### src/rtl/operand_entry_ctrl_if.sv
// Button/switch inputs and decoder-side outputs of the operand entry sequencer.
// The master drives buttons and switches; the slave (operand_entry_ctrl) drives the decoder outputs.
interface operand_entry_ctrl_if #(
  parameter int unsigned WIDTH = 4
);
  logic             btn_enter;
  logic             btn_clear;
  logic [WIDTH-1:0] sw_data;
  logic             write_addr;
  logic             load;
  logic [WIDTH-1:0] load_data;
  logic             operands_ready;
  logic [1:0]       state_dbg;

  modport master (
    output btn_enter, btn_clear, sw_data,
    input  write_addr, load, load_data, operands_ready, state_dbg
  );

  modport slave (
    input  btn_enter, btn_clear, sw_data,
    output write_addr, load, load_data, operands_ready, state_dbg
  );
endinterface

### src/rtl/operand_entry_ctrl.sv
// Operand A/B entry sequencer: conditions ENTER/CLEAR and drives write_addr/load/load_data.
// Optional button debounce is enabled with the ENTRY_DEBOUNCE_EN macro.
module operand_entry_ctrl #(
  parameter int unsigned WIDTH           = 4,
  parameter int unsigned DEBOUNCE_CYCLES = 16
) (
  input logic                 clk,
  input logic                 rst,
  operand_entry_ctrl_if.slave bus
);

  typedef enum logic [1:0] {
    S_A   = 2'b00,
    S_B   = 2'b01,
    S_RDY = 2'b10
  } state_e;

  localparam int unsigned BTN_ENTER = 0;
  localparam int unsigned BTN_CLEAR = 1;

  if (DEBOUNCE_CYCLES == 0) begin : g_bad_debounce
    $error("DEBOUNCE_CYCLES must be at least 1");
  end

  logic [1:0] btn_raw;
  logic [1:0] sync1_q;
  logic [1:0] sync2_q;
  logic [1:0] lvl;
  logic [1:0] prev_q;
  logic [1:0] press;

  assign btn_raw = {bus.btn_clear, bus.btn_enter};

  // Two-flop synchroniser plus previous-level flop for rising-edge detection.
  always_ff @(posedge clk or posedge rst) begin
    if (rst) begin
      sync1_q <= 2'b00;
      sync2_q <= 2'b00;
      prev_q  <= 2'b00;
    end else begin
      sync1_q <= btn_raw;
      sync2_q <= sync1_q;
      prev_q  <= lvl;
    end
  end

`ifdef ENTRY_DEBOUNCE_EN
  localparam int unsigned CNT_W = $clog2(DEBOUNCE_CYCLES + 1);

  for (genvar g = 0; g < 2; g++) begin : g_debounce
    logic [CNT_W-1:0] cnt_q;
    logic             lvl_q;

    // Level flips only after DEBOUNCE_CYCLES consecutive disagreeing samples.
    always_ff @(posedge clk or posedge rst) begin
      if (rst) begin
        cnt_q <= '0;
        lvl_q <= 1'b0;
      end else if (sync2_q[g] == lvl_q) begin
        cnt_q <= '0;
      end else if (cnt_q == CNT_W'(DEBOUNCE_CYCLES - 1)) begin
        cnt_q <= '0;
        lvl_q <= sync2_q[g];
      end else begin
        cnt_q <= cnt_q + CNT_W'(1);
      end
    end

    assign lvl[g] = lvl_q;
  end
`else
  assign lvl = sync2_q;
`endif

  assign press = lvl & ~prev_q;

  state_e           state_q, state_d;
  logic             load_q, load_d;
  logic             waddr_q, waddr_d;
  logic [WIDTH-1:0] data_q, data_d;
  logic             ready_q, ready_d;

  always_ff @(posedge clk or posedge rst) begin
    if (rst) begin
      state_q <= S_A;
      load_q  <= 1'b0;
      waddr_q <= 1'b0;
      data_q  <= '0;
      ready_q <= 1'b0;
    end else begin
      state_q <= state_d;
      load_q  <= load_d;
      waddr_q <= waddr_d;
      data_q  <= data_d;
      ready_q <= ready_d;
    end
  end

  // Clear has priority over enter; address/data hold unless a load is issued.
  always_comb begin
    state_d = state_q;
    load_d  = 1'b0;
    waddr_d = waddr_q;
    data_d  = data_q;
    ready_d = ready_q;
    if (press[BTN_CLEAR]) begin
      state_d = S_A;
      ready_d = 1'b0;
    end else begin
      case (state_q)
        S_A: begin
          if (press[BTN_ENTER]) begin
            load_d  = 1'b1;
            waddr_d = 1'b0;
            data_d  = bus.sw_data;
            state_d = S_B;
          end
        end
        S_B: begin
          if (press[BTN_ENTER]) begin
            load_d  = 1'b1;
            waddr_d = 1'b1;
            data_d  = bus.sw_data;
            state_d = S_RDY;
            ready_d = 1'b1;
          end
        end
        S_RDY: begin
          if (press[BTN_ENTER]) begin
            load_d  = 1'b1;
            waddr_d = 1'b0;
            data_d  = bus.sw_data;
            state_d = S_B;
            ready_d = 1'b0;
          end
        end
        default: begin
          state_d = S_A;
          ready_d = 1'b0;
        end
      endcase
    end
  end

  assign bus.load           = load_q;
  assign bus.write_addr     = waddr_q;
  assign bus.load_data      = data_q;
  assign bus.operands_ready = ready_q;
  assign bus.state_dbg      = state_q;

endmodule

### src/flat_wrapper.sv
// flat-port wrapper written by rule: the top's interface ports become plain ports
module operand_entry_ctrl_flat 
#(
  parameter int unsigned WIDTH           = 4,
  parameter int unsigned DEBOUNCE_CYCLES = 16
)
  (clk, rst, bus_btn_enter, bus_btn_clear, bus_sw_data, bus_write_addr, bus_load, bus_load_data, bus_operands_ready, bus_state_dbg);
  operand_entry_ctrl_if #(.WIDTH(WIDTH)) bus_i ();
  input logic clk;
  input logic rst;
  input wire logic [$bits(bus_i.btn_enter)-1:0] bus_btn_enter;
  input wire logic [$bits(bus_i.btn_clear)-1:0] bus_btn_clear;
  input wire logic [$bits(bus_i.sw_data)-1:0] bus_sw_data;
  output wire logic [$bits(bus_i.write_addr)-1:0] bus_write_addr;
  output wire logic [$bits(bus_i.load)-1:0] bus_load;
  output wire logic [$bits(bus_i.load_data)-1:0] bus_load_data;
  output wire logic [$bits(bus_i.operands_ready)-1:0] bus_operands_ready;
  output wire logic [$bits(bus_i.state_dbg)-1:0] bus_state_dbg;
  assign bus_i.btn_enter = bus_btn_enter;
  assign bus_i.btn_clear = bus_btn_clear;
  assign bus_i.sw_data = bus_sw_data;
  assign bus_write_addr = bus_i.write_addr;
  assign bus_load = bus_i.load;
  assign bus_load_data = bus_i.load_data;
  assign bus_operands_ready = bus_i.operands_ready;
  assign bus_state_dbg = bus_i.state_dbg;
  operand_entry_ctrl #(.WIDTH(WIDTH), .DEBOUNCE_CYCLES(DEBOUNCE_CYCLES)) u_core (.clk(clk), .rst(rst), .bus(bus_i));
endmodule
### config.mk
export PLATFORM = sky130hd
export DESIGN_NAME = operand_entry_ctrl_flat
export DESIGN_NICKNAME = d
export VERILOG_FILES = /design/src/rtl/operand_entry_ctrl_if.sv /design/src/rtl/operand_entry_ctrl.sv /design/src/flat_wrapper.sv
export SDC_FILE = /design/constraint.sdc
export NUM_CORES = 1
export LEC_CHECK = 0
export ABC_AREA = 1
export CORE_AREA = 2 2 39 41
export DETAILED_ROUTE_END_ITERATION = 16
export DIE_AREA = 0 0 41 43
export DONT_BUFFER_PORTS = 1
export PLACE_DENSITY = 0.58
export SYNTH_ARGS = -nofsm -noshare
export SYNTH_HDL_FRONTEND = slang
export SYNTH_SLANG_ARGS = --single-unit
### constraint.sdc
create_clock -name clk -period 0.9 [get_ports clk]
set_clock_uncertainty 0.05 [all_clocks]
set_input_delay 0.27 -clock clk [delete_from_list [all_inputs] [get_ports clk]]
set_output_delay 0.27 -clock clk [all_outputs]
set_load 0.1 [all_outputs]
Word level (Yosys, flattened, before mapping)

Cells that the tools add are included.

Equal/unequal tests: 8
Multiplexer cells: 12
Bitwise logic cells: 3
Reduce and logical (&&, ||, !) cells: 8

Operators by type and width:

| operator                                       | count |
|---|---|
| != test 3 x 1 -> 1 bit (second input constant) | 3 |
| 2-to-1 mux 1 bit                               | 6 |
| 2-to-1 mux 2 bit                               | 3 |
| != test 2 x 1 -> 1 bit (second input constant) | 3 |
| AND reduction 3 bit                            | 2 |
| one-hot mux 2 bit (2 select lines)             | 1 |
| AND reduction 4 bit                            | 1 |
| one-hot mux 1 bit (3 select lines)             | 1 |
| OR reduction 3 bit                             | 1 |
| AND 2 bit                                      | 1 |
| == test 2 x 1 -> 1 bit (second input constant) | 1 |
| == test 2 bit (second input constant)          | 1 |
| logical NOT 2 bit                              | 1 |
| inverter 2 bit                                 | 1 |
| one-hot mux 1 bit (2 select lines)             | 1 |
| AND reduction 2 bit                            | 1 |
| nonzero test 2 bit                             | 1 |
| OR reduction 2 bit                             | 1 |
| inverter 1 bit                                 | 1 |

Bits in registers: 15
Bits of input ports: 8
Logic and storage cells: 39

Logic depth before layout (Yosys ltp)

Depth after elaboration: 5
Mapped depth: 6
Mapped depth without buffers: 6

Worst setup path after synthesis

OpenSTA, ideal clock, no wires.

Path type: flip-flop to flip-flop
Start: register u_core.state_q[1], in the netlist u_core.bus.state_dbg[1]
End: register u_core.data_q[0], in the netlist u_core.bus.load_data[0]
Library setup time: 0.120 ns
Data arrival time: 1.467 ns
Required time: 0.730 ns
Setup slack: -0.736 ns
Stages on the path, launching flop included: 6
Path buffers: 0
Period minus slack after synthesis: 1.636 ns
Cell sequence: dfrtp_1 nand2_1 nand3_4 clkinv_4 nand2_1 nand2_1

Longest elaborated chain between the ends: 3
Elaborated cells on any way between the ends: 5

RTL lines:

| item                                                 | line                      | source |
|---|---|---|
| from (decl)                                          | operand_entry_ctrl.sv:77  | `state_e state_q, state_d;` |
| from (signal assigned)                               | operand_entry_ctrl.sv:91  | `state_q <= state_d;` |
| == test 2 x 1 -> 1 bit, or another cell as far along | operand_entry_ctrl.sv:110 | `case (state_q)` |
| OR reduction 3 bit (no source line) (*)              | -                         |  |
| AND reduction 3 bit (no source line) (*)             | -                         |  |
| to (signal assigned)                                 | operand_entry_ctrl.sv:94  | `data_q <= data_d;` |
| to (decl)                                            | operand_entry_ctrl.sv:80  | `logic [WIDTH-1:0] data_q, data_d;` |

Mark *: on every way between the ends. The rest lies on a longest branch, timed or not.
A chain may end at the register's enable or synchronous reset.

Worst setup path in the final report

Start: register u_core.state_q[1], in the netlist u_core.bus.state_dbg[1]
End: output bus_state_dbg[1]

RTL lines:

| item      | line               | source |
|---|---|---|
| to (decl) | flat_wrapper.sv:18 | `output wire logic [$bits(bus_i.state_dbg)-1:0] bus_state_dbg;` |

No word-level cell between the ends.

==> results.cfg <==
[status]
status = finished with violations
violations = setup timing

[routing]
wl_met2_um = 629
vias_per_cell = 4.67
vias = 402
drt_pre_antenna_iters = 2
wire_per_inst_um = 12.4
wl_met3_um = 40
wl_um = 1070
wl_met1_um = 395
ant_nets = 0
first_iter_violations = 6
highest_layer = met4
post-route-drc-count = 0

[place]
place_area_um2 = 698
gp_congestion = 0.671
dp_slack_ns = -0.130
io_buffer_count = 0
hpwl_um = 671

[synthesis]
yosys_warnings = 0
yosys-top-cells-count = 21 x nand2_1, 15 x dfrtp_1, 6 x inv_1, 4 x nand3_1, 2 x inv_2
ys_seq_elements = 15
synth_most_common_cell = nand2_1
synth_cell_types = 11
synth-main-ff-cell = dfrtp_1
synth.area.top_cells = dfrtp_1 67%, nand2_1 14%, inv_1 4.0%, nand3_1 3.6%, nand3_4 3.1%
avgSynthCellArea_um2 = 10.3
netlist_area_um2 = 557
yosysTopAreaCellShare_pct = 67.4
ys_seq_area_share_pct = 67.4
yosysTopAreaCell = dfrtp_1
synth_nets = 62
synthCells = 54
synth_edf_count = 0
ys_async_sr_fraction_pct = 100

[power]
p_leak_nw = 0.399
power_density_nw_per_um2 = 2430
vdd_drop_max_uv = 1600
total_power_w = 0.00201

[die]
initial_core_util_pct = 40.2
fp.dieH_um = 43
fp.coreArea_um2 = 1380
die_area_um2 = 1760
boundaryPins = 17
fp.dieW_um = 41
row_count = 14

[critical_path]
cp_max_fo = 2
crit_family = flip-flops
cp_num_buf_inv = 1
r2r_start = u_core.bus.state_dbg[1]
path_class = flip-flop to output pin
arrival_ns = 0.96
worstPathRequired_ns = 0.58
slowest_delay_ns = 0.50
path_cells = buf_12
cp-start-kind = flip-flop
startpoint = u_core.bus.state_dbg[1]
cp_slowest_cell = dfrtp_4
endpoint_kind = output pin

[global_routing]
gr-total-overflow = 0
grt_pass1_vias = 418
grt_pass1_wl_um = 1750
grt_max_degree = 16
gr-usage-all-layers_pct = 15.9
antenna_found_initial = 0

[timing]
setup_viol = 18
max_freq_ghz = 0.784
setup_ws_ns = -0.376
slew_headroom_pct = 79.5
rsz0062_at_grt = true
setup_tns_ns = -4.96
fin_crit_sh_pct = 142
tightest_slew_ns = 0.307
hold_viol = 0
slew_violations = 0
min_period_ns = 1.28

[min_path]
min_from = bus_sw_data[1]
hp-class = primary input to flip-flop

[final_layout]
final_core_util_pct = 59.7
multi_input_area_um2 = 180
area_growth_pct = 48.3
diodes = 0
fill_cells = 123
ff_latch_area_um2 = 409
drive_gt1_share_pct = 52.9
final_area_um2 = 826
nets = 79

[clock_tree]
cts_buffers = 3
clock_latency_ns = 0.28
cts_tree = built
htree_levels = 1
cts-root-buf = clkbuf_4
cts_buffer_depth = 2
cts.sinks = 15
clk_pin_slew_ns = 0.09

[job]
max_cap_violations = 0
[registers in the layout (all words and copies together) (netlist names)]
register,cells
u_core.bus.operands_ready,1
u_core.bus.write_addr,1
u_core.sync1_q,2
u_core.prev_q,2
u_core.lvl,2
u_core.bus.state_dbg,2
u_core.bus.load,1
u_core.bus.load_data,4
[cells by family after synthesis]
| logic type | count (synthesis) | share of synthesized area [%] |
|---|---|---|
| buffers and inverters | 9 | 6.97 |
| and+or+nand+nor | 29 | 24.7 |
| AOI/OAI and AO/OA | 1 | 0.898 |
| DFF | 15 | 67.4 |
[final timing paths]
kind	end	slack, ns	depth (start not counted)
max in group asynchronous	u_core.bus.state_dbg[0]	0.22	3
max	bus_state_dbg[1]	-0.38	1
min reg2reg	u_core.lvl[1]	0.30	0
min in group asynchronous	u_core.bus.state_dbg[1]	0.38	3
max reg2reg	u_core.bus.operands_ready	-0.26	6
min	u_core.bus.load_data[1]	0.04	2
[cell type report]
type	count	share of cell area, %
timing repair buffer	12	17.7
tap	16	2.42
sequential	15	49.5
multi-input combinational	30	21.8
clock buffer	4	3.18
inverter	9	5.30
[power breakdown]
| group | internal (W) | switching (W) |
|---|---|---|
| logic | 0.000186 | 0.000289 |
| clock network | 0.000172 | 0.000201 |
| registers | 0.000788 | 0.000373 |
| total | 0.00115 | 0.000863 |
[per-layer routing]
layer	vias to the layer above	track usage, %
met1	193	15.8
met4	0	8.00
met3	2	4.71
met5	-	0
met2	11	27.5
li1	196	-
[cell usage in the layout (no fill, tap or decap)]
cell / instances
clkbuf_4: 3
nand3_1: 2
o21ai_1: 1
clkbuf_1: 1
nand3_2: 2
buf_6: 3
dfrtp_1: 6
nand2_2: 6
nand2_4: 1
dlygate4sd3_1: 3
buf_12: 3
nor2_4: 2
buf_4: 3
clkinv_4: 1
inv_6: 1
nand2_1: 15
dfrtp_4: 9
nand3_4: 1
inv_1: 5
inv_2: 2
[per-stage QoR]
| step | cells | hold WS, ns |
|---|---|---|
| final | 86 | 0.0433 |
| after global routing | 86 | 0.0284 |
| after floorplan | 54 | 0.122 |
| after global placement | 76 | 0.123 |
| after CTS | 86 | 0.0388 |
| after detailed placement | 76 | 0.128 |
[repair_timing]
| action | 4_1_cts | 5_1_grt |
|---|---|---|
| pin swaps | 2 | 4 |
| hold endpoints to repair | 17 | 0 |
| gates resized for setup | 6 | 9 |
| gates cloned | 0 | 0 |
| hold buffers | 3 | 0 |
| setup endpoints to repair | 18 | 18 |
| buffers inserted | 3 | 1 |
No activity file was read; power rests on OpenSTA's default activity.
==> RTL change: new RTL, same flow settings <==
Take the reset off `data_q` and load it in a clocked block of its own.
--- a/src/rtl/operand_entry_ctrl.sv
+++ b/src/rtl/operand_entry_ctrl.sv
@@ -85,15 +85,17 @@
       state_q <= S_A;
       load_q  <= 1'b0;
       waddr_q <= 1'b0;
-      data_q  <= '0;
       ready_q <= 1'b0;
     end else begin
       state_q <= state_d;
       load_q  <= load_d;
       waddr_q <= waddr_d;
-      data_q  <= data_d;
       ready_q <= ready_d;
     end
+  end
+
+  always_ff @(posedge clk) begin
+    data_q <= data_d;
   end
 
   // Clear has priority over enter; address/data hold unless a load is issued.
Function: differs if rst is asserted again (counterexample within 4 cycles, from zero or initial values and one cycle with rst high); with rst held inactive, the same outputs for 10 cycles.
==> RTL change against the unedited design <==
  * Sequential power decreased by 20%
  * Cell area down 0.76%
  * Power decreased by 17%
  * Critical path depth did not move
  * Worst hold slack worse by 15 ps
  * Highest routed layer unchanged
  * Area after synthesis fell by 5.2%
  * Register-to-register slack lost 80 ps
  * Non-clock buffer count rose by 4
  * Die area unchanged
  * Core utilization shrank 0.45 points
  * Sequential cell count stayed put
  * The run still ends with setup timing left
  * First-iteration DRC count shrank 83%
  * Setup slack got worse by 8.9 ps
  * Routed wire length down 11%
==> RTL change: results <==
group,metric,value,unit
run_status,violations,"setup timing",
route,dr.first_iter.drc_count,1,
logic_synthesis,synth_edf_count,4,
logic_synthesis,post_synth_main_area_contributors,"dfrtp_1 52%, edfxtp_1 23%, nand2_1 7.1%",
final_layout,layout.nets,73,
logic_synthesis,synth-async-reset-ratio,73.3,%
run_status,outcome,"complete, but fails checks",
logic_synthesis,yosysSeqAreaShare,74.9,%
final_layout,layout-drive-gt1-share,50.0,%
route,vias,371,
placement,dp_hpwl,671,um
placement,port_buffers,0,
global_route,first_global_vias,380,
power,vdd_drop_max,0.00119,V
final_layout,largest_reg_flops,4,
global_route,grtUsageTotal,14.0,%
timing,post-route-worst-setup-slack,-385,ps
route,drt-pass1-iter-count,2,
timing,tns,-5430,ps
final_layout,num_antenna_cells,0,
placement,gp_congestion,0.835,
power,p_leak,0.395,nW
route,wl_per_cell,11.9,um
global_route,grt_max_degree,12,
timing,final-setup-viol-count,18,
worst_setup_path,slowest_stage,"dfrtp_4",
power,p_int,0.00108,W
logic_synthesis,synth_nets,52,
timing,relSlewSlack,73.1,%
worst_setup_path,crit_fanout,2,
worst_setup_path,crit_arrival,960,ps
global_route,grt_pass1_wl,1.54,mm
logic_synthesis,synthTopCellsByCount,"11 x dfrtp_1, 10 x nand2_1, 7 x inv_1",
[RTL change: worst paths after layout]
path	start	endpoint	slack, ps	cells after the start
setup / recovery	u_core.bus.state_dbg[1]	bus_state_dbg[1]	-380	1
hold / removal	bus_sw_data[0]	u_core.bus.load_data[0]	30	0
setup reg to reg	u_core.bus.state_dbg[1]	u_core.bus.load_data[2]	-340	4
hold reg to reg	u_core.sync1_q[1]	u_core.lvl[1]	310	0
max in group asynchronous	rst	u_core.bus.state_dbg[0]	120	2
min in group asynchronous	rst	u_core.prev_q[0]	360	2
[RTL change: stage by stage]
step           instances  cell area, sq um  hold slack [ps]  worst slack (ps)  util [%]
6_report              80               820             28.1              -385      59.2
5_1_grt               80               820             6.82              -413      59.2
4_1_cts               80               812             23.7              -381      58.7
3_5_place_dp          71               707              119              -182      51.1
3_3_place_gp          71               707              112              -150      51.1
2_1_floorplan         44               554             72.5              -337         -
[RTL change: what timing repair did]
action | CTS | global route
hold endpoints to repair | 13 | 0
resized for setup | 8 | 2
pin swaps | 0 | 0
setup endpoints to repair | 18 | 18
buffers inserted | 2 | 0
hold buffers | 3 | 0
[RTL change: final cells by class]
class	instances	area, sq um
Tap cell	16	20.0
Multi-Input combinational cell	19	108
Clock buffer	3	22.5
Clock inverter	1	5.00
Sequential cell	15	414
Timing Repair Buffer	16	210
Inverter	10	40.0
Fill cell	123	564
[RTL change: power groups by stage]
stage	logic [W]	clock network [W]	registers, W
finish	0.000364	0.000381	0.000930
global route	0.000389	0.000424	0.000937
floorplan	0.0000730	0	0.00107
CTS	0.000355	0.000388	0.000930
global placement	0.000277	0	0.000945
detailed placement	0.000283	0	0.000949
[RTL change: cell families after synthesis]
kind of cell	count (synthesis)	share of synthesized area (%)
and+or+nand+nor	19	18.0
DFF	15	74.9
buffers and inverters	10	7.11
[RTL change: per-layer routing]
metal	vias to the layer above	global-route usage, %	wire (um)
li1	170	-	-
met1	186	13.9	335
met2	13	23.4	549
met3	2	4.71	48
met4	0	8.00	20
met5	-	0	0
